$ cat config.mk
export PLATFORM = sky130hd
export DESIGN_NAME = uart_frame_packer
export DESIGN_NICKNAME = d
export VERILOG_FILES = /design/src/rtl/uart_frame_packer.sv
export SDC_FILE = /design/constraint.sdc
export NUM_CORES = 1
export LEC_CHECK = 0
export CORE_ASPECT_RATIO = 0.8
export CORE_UTILIZATION = 39
export DETAILED_ROUTE_END_ITERATION = 10
export HOLD_SLACK_MARGIN = 0.08
export PLACE_DENSITY_LB_ADDON = 0.08
export SYNTH_ARGS = -nofsm -noshare
export SYNTH_HDL_FRONTEND = slang
export SYNTH_SLANG_ARGS = --single-unit
$ cat constraint.sdc
create_clock -name clk_in -period 16.3 [get_ports clk_in]
set_clock_uncertainty 0.2 [all_clocks]
set_input_delay 3.26 -clock clk_in [delete_from_list [all_inputs] [get_ports clk_in]]
set_output_delay 3.26 -clock clk_in [all_outputs]
set_load 0.03 [all_outputs]
$ cat src/rtl/uart_frame_packer.sv
// rtl/uart_frame_packer.sv - frames one multi-word sensor sample into a checksummed UART byte stream
//
// Ports:
//   clk_in        system clock
//   n_rst         asynchronous active-low reset
//   sample_valid  one-cycle strobe, sample_data valid
//   sample_data   NUM_WORDS x 16-bit words, word k in [16k+15:16k]
//   sample_ready  high when a sample will be accepted
//   tx_ready      transmitter ready_out
//   tx_en         one-cycle pulse to transmitter uart_en
//   tx_data       byte presented to transmitter data_in
//   busy          frame in progress
//   seq_out       sequence number of the last started frame
//   drop_cnt      saturating count of samples dropped while busy
module uart_frame_packer #(
  parameter int         NUM_WORDS = 7,
  parameter logic [7:0] HEADER    = 8'hA5,
  parameter int         WORD_BITS = 16
) (
  input  logic                           clk_in,
  input  logic                           n_rst,
  input  logic                           sample_valid,
  input  logic [NUM_WORDS*WORD_BITS-1:0] sample_data,
  output logic                           sample_ready,
  input  logic                           tx_ready,
  output logic                           tx_en,
  output logic [7:0]                     tx_data,
  output logic                           busy,
  output logic [7:0]                     seq_out,
  output logic [7:0]                     drop_cnt
);

  localparam int NUM_BYTES = 3 + 2 * NUM_WORDS;
  localparam int IDX_W     = $clog2(NUM_BYTES);
  localparam logic [IDX_W-1:0] LAST_IDX = IDX_W'(NUM_BYTES - 1);

  typedef enum logic [2:0] {
    S_IDLE,
    S_ISSUE,
    S_WAIT_ACK,
    S_WAIT_DONE,
    S_NEXT
  } state_t;

  state_t                         state_q, state_d;
  logic [NUM_WORDS*WORD_BITS-1:0] shadow_q, shadow_d;
  logic [7:0]                     seq_cnt_q, seq_cnt_d;
  logic [7:0]                     seq_q, seq_d;
  logic [7:0]                     chk_q, chk_d;
  logic [IDX_W-1:0]               idx_q, idx_d;
  logic [7:0]                     tx_data_q, tx_data_d;
  logic [7:0]                     drop_q, drop_d;

  logic [IDX_W-1:0]               nxt_idx;
  logic [7:0]                     nxt_byte;
  logic                           nxt_is_data;

  // Byte at frame position idx: header, sequence, data words MSB-first, checksum.
  function automatic logic [7:0] byte_at(
    input logic [IDX_W-1:0]               idx,
    input logic [7:0]                     seq,
    input logic [7:0]                     chk,
    input logic [NUM_WORDS*WORD_BITS-1:0] shadow
  );
    logic [7:0]           b;
    logic [WORD_BITS-1:0] word;
    int                   di;
    b    = 8'h00;
    word = '0;
    di   = int'(idx) - 2;
    if (idx == '0) begin
      b = HEADER;
    end else if (idx == IDX_W'(1)) begin
      b = seq;
    end else if (idx == LAST_IDX) begin
      b = chk;
    end else begin
      for (int k = 0; k < NUM_WORDS; k++) begin
        if (k == di / 2) begin
          word = shadow[k*WORD_BITS +: WORD_BITS];
        end
      end
      b = di[0] ? word[7:0] : word[15:8];
    end
    return b;
  endfunction

  always_comb begin
    state_d   = state_q;
    shadow_d  = shadow_q;
    seq_cnt_d = seq_cnt_q;
    seq_d     = seq_q;
    chk_d     = chk_q;
    idx_d     = idx_q;
    tx_data_d = tx_data_q;
    drop_d    = drop_q;

    nxt_idx     = idx_q + IDX_W'(1);
    nxt_byte    = byte_at(nxt_idx, seq_q, chk_q, shadow_q);
    // Only data bytes feed the checksum; SEQ is preloaded and CHK is the sum itself.
    nxt_is_data = (nxt_idx >= IDX_W'(2)) && (nxt_idx < LAST_IDX);

    case (state_q)
      S_IDLE: begin
        if (sample_valid && tx_ready) begin
          shadow_d  = sample_data;
          seq_d     = seq_cnt_q;
          seq_cnt_d = seq_cnt_q + 8'd1;
          chk_d     = seq_cnt_q;
          idx_d     = '0;
          // tx_data is loaded on entry to ISSUE so it is stable while tx_en is high.
          tx_data_d = HEADER;
          state_d   = S_ISSUE;
        end
      end
      S_ISSUE: begin
        state_d = S_WAIT_ACK;
      end
      S_WAIT_ACK: begin
        // Transmitter holds ready one cycle past acceptance; wait for it to drop.
        if (!tx_ready) begin
          state_d = S_WAIT_DONE;
        end
      end
      S_WAIT_DONE: begin
        if (tx_ready) begin
          state_d = S_NEXT;
        end
      end
      S_NEXT: begin
        if (idx_q == LAST_IDX) begin
          state_d = S_IDLE;
        end else begin
          idx_d     = nxt_idx;
          tx_data_d = nxt_byte;
          if (nxt_is_data) begin
            chk_d = chk_q + nxt_byte;
          end
          state_d = S_ISSUE;
        end
      end
      default: begin
        state_d = S_IDLE;
      end
    endcase

    if (sample_valid && (state_q != S_IDLE) && (drop_q != 8'hFF)) begin
      drop_d = drop_q + 8'd1;
    end
  end

  always_ff @(posedge clk_in or negedge n_rst) begin
    if (!n_rst) begin
      state_q   <= S_IDLE;
      shadow_q  <= '0;
      seq_cnt_q <= 8'h00;
      seq_q     <= 8'h00;
      chk_q     <= 8'h00;
      idx_q     <= '0;
      tx_data_q <= 8'h00;
      drop_q    <= 8'h00;
    end else begin
      state_q   <= state_d;
      shadow_q  <= shadow_d;
      seq_cnt_q <= seq_cnt_d;
      seq_q     <= seq_d;
      chk_q     <= chk_d;
      idx_q     <= idx_d;
      tx_data_q <= tx_data_d;
      drop_q    <= drop_d;
    end
  end

  assign busy     = (state_q != S_IDLE);
  assign tx_en    = (state_q == S_ISSUE);
  assign tx_data  = tx_data_q;
  assign seq_out  = seq_q;
  assign drop_cnt = drop_q;
  // Gated by n_rst so no upstream handshake can complete while reset is held.
  assign sample_ready = (state_q == S_IDLE) && tx_ready && n_rst;

endmodule

Yosys cells after proc, flatten, opt, wreduce, memory -nomap -nowiden:

Index checks and enable logic that the tools add are counted.

* bits in latches: 0
* memories kept: 0
* RAM bits: 0
* bits in read-only memories: 0
* output and inout port bits: 27
* bits of input ports: 116
* logic and storage cells: 77
* register bits after elaboration: 160

* mux-type cells: 26
* $mul: 0
* reduce and logical (&&, ||, !) cells: 15
* div/mod/pow operators: 0
* bitwise gates (word level): 1
* add/sub/neg operators: 6
* magnitude comparators: 2
* eq/ne operators: 19
* shift operators: 0

Operators by type and width (count)
* 16-bit 2-to-1 mux: 7
* 4-bit by 32-bit == test with 1-bit output (first input constant): 3
* 8-bit 2-to-1 mux: 9
* 3-bit by 32-bit == test with 1-bit output (first input constant): 2
* 32-bit by 1-bit adder with 32-bit output: 1
* 2-bit by 32-bit == test with 1-bit output (first input constant): 1
* 32-bit zero test: 1
* 8-bit one-hot mux with 2 select lines: 2
* 8-bit by 1-bit adder with 8-bit output (second input constant): 2
* 3-bit one-hot mux with 5 select lines: 1
* 5-bit == test (second input constant): 2
* 5-bit 2-to-1 mux: 2
* 2-bit != test (second input constant): 5
* 5-bit one-hot mux with 2 select lines: 1
* 3-bit 2-to-1 mux: 3
* 8-bit adder: 1
* 8-bit != test (second input constant): 1
* 3-bit by 2-bit == test with 1-bit output (second input constant): 2
* 1-bit logical AND: 6
* 3-bit AND reduction: 2
* 5-bit by 2-bit subtractor with 6-bit output (second input constant): 1
* 5-bit by 1-bit adder with 5-bit output (second input constant): 1
* 5-bit by 1-bit == test with 1-bit output (second input constant): 1
* 5-bit by 2-bit >= comparator with 1-bit output (second input constant): 1
* 11 further kinds: 11

Longest topological paths before layout:

* word-level depth: 20
* gate-level depth with buffers: 31
* gate-level depth less buffers: 29

Worst setup path after synthesis:

Ideal clock, no wire load.

* kind: input port to output port
* from: in n_rst
* to: out sample_ready
* path slack: 9.268 ns
* required time: 12.840 ns
* data arrival time: 3.572 ns
* cell stages on the path: 1
* path buffers: 0
* cell sequence: and3_1

* word-level cells in the longest chain between the ends: 1

Ends and longest elaborated chain
* from (decl): RTL line 21 `input logic n_rst,`
* 1-bit logical AND: RTL line 180 `assign sample_ready = (state_q == S_IDLE) && tx_ready && n_rst;`
* to (decl): RTL line 24 `output logic sample_ready,`

No other way between the ends.

Worst setup path after layout:

* from: in tx_ready
* to: out sample_ready

* word-level cells in the longest chain between the ends: 2

Ends and longest elaborated chain
* from (decl): RTL line 25 `input logic tx_ready,`
* 1-bit logical AND (2 in a row): RTL line 180

No other way between the ends.

==> summary.md <==
| Metric | Value |
|---|---|
| Status | complete, but fails checks |
| Failing checks | design-rule violations |
| Antenna violations before repair | 0 |
| Cts hold-fix bufs | 0 |
| Post-synth EDFFs | 0 |
| GR peak layer | met1 |
| Cells after Synth | 950 |
| Post-synthesis area per instance | 8.80 um2 |
| VDD IR-drop max | 0.000186 V |
| Fin cells | 1352 |
| WL per Instance | 17.3 um |
| Hold Crit Class | reg2reg |
| Post_cts resized | 0 |
| Setup crit start kind | input pin |
| Vias in the first global route | 6780 |
| Layout cells sized above 1 | 0.0813 |
| P per Cell Area | 244 nW/um2 |
| Largest net degree at the start of global routing | 92 |
| Tot GR Track Use | 0.222 |
| Antenna-violating nets left | 0 |
| Setup Fix Bufs, Post-CTS | 0 |
| Reg2reg setup slack | 9600 ps |
| Drt drc | 12 |
| Die height | 133 um |
| Worst-Margin Slew | 1110 ps |
| Met1 GRT Util | 0.345 |
| Met2 usage | 0.308 |
| Overflow after GRT | 0 |
| Htree depth | 4 |
| Final min period | 8170 ps |
| Register area share after synthesis | 0.479 |
| Yosys Warn Count | 0 |
| Max Cap Violations | 0 |
| First-pass GRT wire length | 37600 um |
| Core box area | 20800 um2 |
| Met3 usage | 0.0458 |
| Die Span X | 166 um |
| Crit path DAT | 4710 ps |
| Routability cong. | 0.871 |
| TNS Setup | 0 ps |
| Worst-skew pair later-pin latency | 440 ps |
| RSZ-0062 raised after global routing | false |
| Final nets | 1209 |
| Hold Startpoint | shadow_q[50] |
| Crit path from | tx_ready |
| Starting Density | 0.401 |
| Avg Vias per Cell | 5.14 |
| First-iteration detailed-routing DRC count | 489 |
| Critical path capture point type | output pin |
| CP Class | in2out |
| Full die area | 22000 um2 |
| Crit-path max FO | 6 |
| Placed cells | 1320 |
| Pleak | 0.00492 uW |
| CTS Sinks | 160 |
| Clock transition at the registers of the reported paths | 70 ps |
| Final setup violation count | 0 |
| Slew headroom | 0.255 |
| Period utilization | 0.501 |
| Total routed wirelength | 23400 um |
| Reg2Reg Launch Point | idx_q[0] |
| Area grow syn2layout | 26.6% |
| Via count | 6955 |
| CTS Buf Count | 17 |
| Max clock buf depth | 2 |
| Count of cell types in the netlist | 72 |
| Required @ worst endpoint | 12840 ps |
| Boundary Pins | 143 |
| Final hold viol count | 0 |
| Syn nets | 1089 |
| Max Freq | 122 MHz |
| Mapped cell area | 8360 um2 |
| Count of buffers from port buffering | 142 |
| Drt first pass iters | 11 |
| Asr flop ratio synth | 1.00 |
| Row cnt | 47 |
| CTS tree | done |
| Synthesized flop and latch total | 160 |
| Total Power | 2580 uW |
| Dpl hpwl | 16500 um |
| Main synth FF type | dfrtp_1 |
| Root Driver | clkbuf_16 |
| Fin. max-slew vios | 0 |
| N_diodes | 0 |
## flip-flops by register name (all words and copies together), names as in the netlist
| register | flops |
|---|---|
| seq_cnt_q | 8 |
| state_q | 3 |
| chk_q | 8 |
| idx_q | 5 |
| shadow_q | 112 |
| tx_data | 8 |
| drop_cnt | 8 |
| seq_out | 8 |
## through the flow
stage	util	setup slack (ps)	area, um2	hold slack [ps]
global route	0.508	8070	10600	284
detailed placement	0.480	8120	9990	258
global placement	0.480	8150	9990	253
CTS	0.508	8120	10600	276
finish	0.508	8130	10600	270
floorplan	-	9270	8360	238
## layout by cell type (no fill, tap or decap), types with 3 or more instances in the layout
cell             instances
o21ai_0                 33
and4b_1                  3
nor2b_1                  6
inv_8                    5
ha_1                    22
a211oi_1                 4
o21ai_1                  4
nand3_1                 14
mux4_2                  13
dfrtp_1                160
mux2i_1                  7
xnor2_1                 17
mux2_2                  10
nor2_1                  29
a21boi_0                 5
xor2_1                   5
buf_4                    9
o31ai_1                  3
nand2_1                412
a21o_1                   4
inv_6                    4
clkdlybuf4s50_1        141
clkinvlp_4               3
a22oi_1                  5
inv_1                   12
nand2b_1                 5
or3_1                    4
a31oi_1                  8
o211ai_1                 6
a221oi_1                 3
and3_1                   9
a21oi_1                 27
clkbuf_16               17
a211o_1                  3
nor3_1                   6
a32oi_1                  8
nand4_1                  7
## cells in the mapped netlist (5+ instances only)
library cell | instances | share of area
nor2b_1 | 6 | 0.0045
buf_2 | 5 | 0.0030
a21oi_1 | 27 | 0.016
ha_1 | 22 | 0.033
mux2_2 | 10 | 0.013
o211ai_1 | 6 | 0.0054
nand4_1 | 7 | 0.0052
mux4_2 | 13 | 0.035
nand3_1 | 15 | 0.0090
a31oi_1 | 8 | 0.0060
nor2_1 | 29 | 0.013
dfrtp_1 | 160 | 0.48
a21boi_0 | 5 | 0.0045
a22oi_1 | 5 | 0.0045
nand2b_1 | 5 | 0.0037
mux2i_1 | 7 | 0.0084
nand2_1 | 412 | 0.19
xor2_1 | 5 | 0.0052
and3_1 | 10 | 0.0075
nor3_1 | 6 | 0.0036
xnor2_1 | 17 | 0.018
clkbuf_1 | 41 | 0.018
o21ai_0 | 33 | 0.020
inv_1 | 12 | 0.0054
a32oi_1 | 8 | 0.0084
## routing by layer
metal  up-vias  routed length, um
li1       3438                  -
met2       230               9640
met5         -                  0
met3        18               1450
met4         0                302
met1      3269              12000
## where the power goes
part           leakage (uW)  switching, uW  internal, uW  total (uW)
Sequential          0.00202            119           562         681
Combinational       0.00261            913           587        1500
Clock              0.000283            186           218         404
Total               0.00492           1220          1370        2580
## area by class of cell
class / instances / area [um2]
sequential: 160 / 4000
inverter: 14 / 52.6
clock buffer: 17 / 425
fill: 2013 / 10200
clock inverter: 15 / 165
tap: 269 / 337
multi-input combinational: 726 / 4100
timing repair buffer: 151 / 1490
## critical path: stages
cell and delay, ps:
clkdlybuf4s50_1 590, and3_1 200, clkdlybuf4s50_1 670
## final timing paths
check                           cells past startpoint            to
worst max-delay path                                3  sample_ready
worst min-delay path                                2  shadow_q[50]
worst max register to register                     29      chk_q[6]
worst min register to register                      2  shadow_q[50]
max in group asynchronous                           2  shadow_q[73]
min in group asynchronous                           1    seq_out[5]
## logic make-up after synthesis
group | Yosys count | share of synthesized area
AO/OA/AOI/OAI | 141 | 0.119
XOR/XNOR | 24 | 0.0270
adder cells (fa/ha/maj) | 23 | 0.0353
buffers and inverters | 64 | 0.0317
flip-flops | 160 | 0.479
multiplexers | 30 | 0.0569
AND/OR/NAND/NOR | 508 | 0.251
No activity file was read; power rests on OpenSTA's default activity.
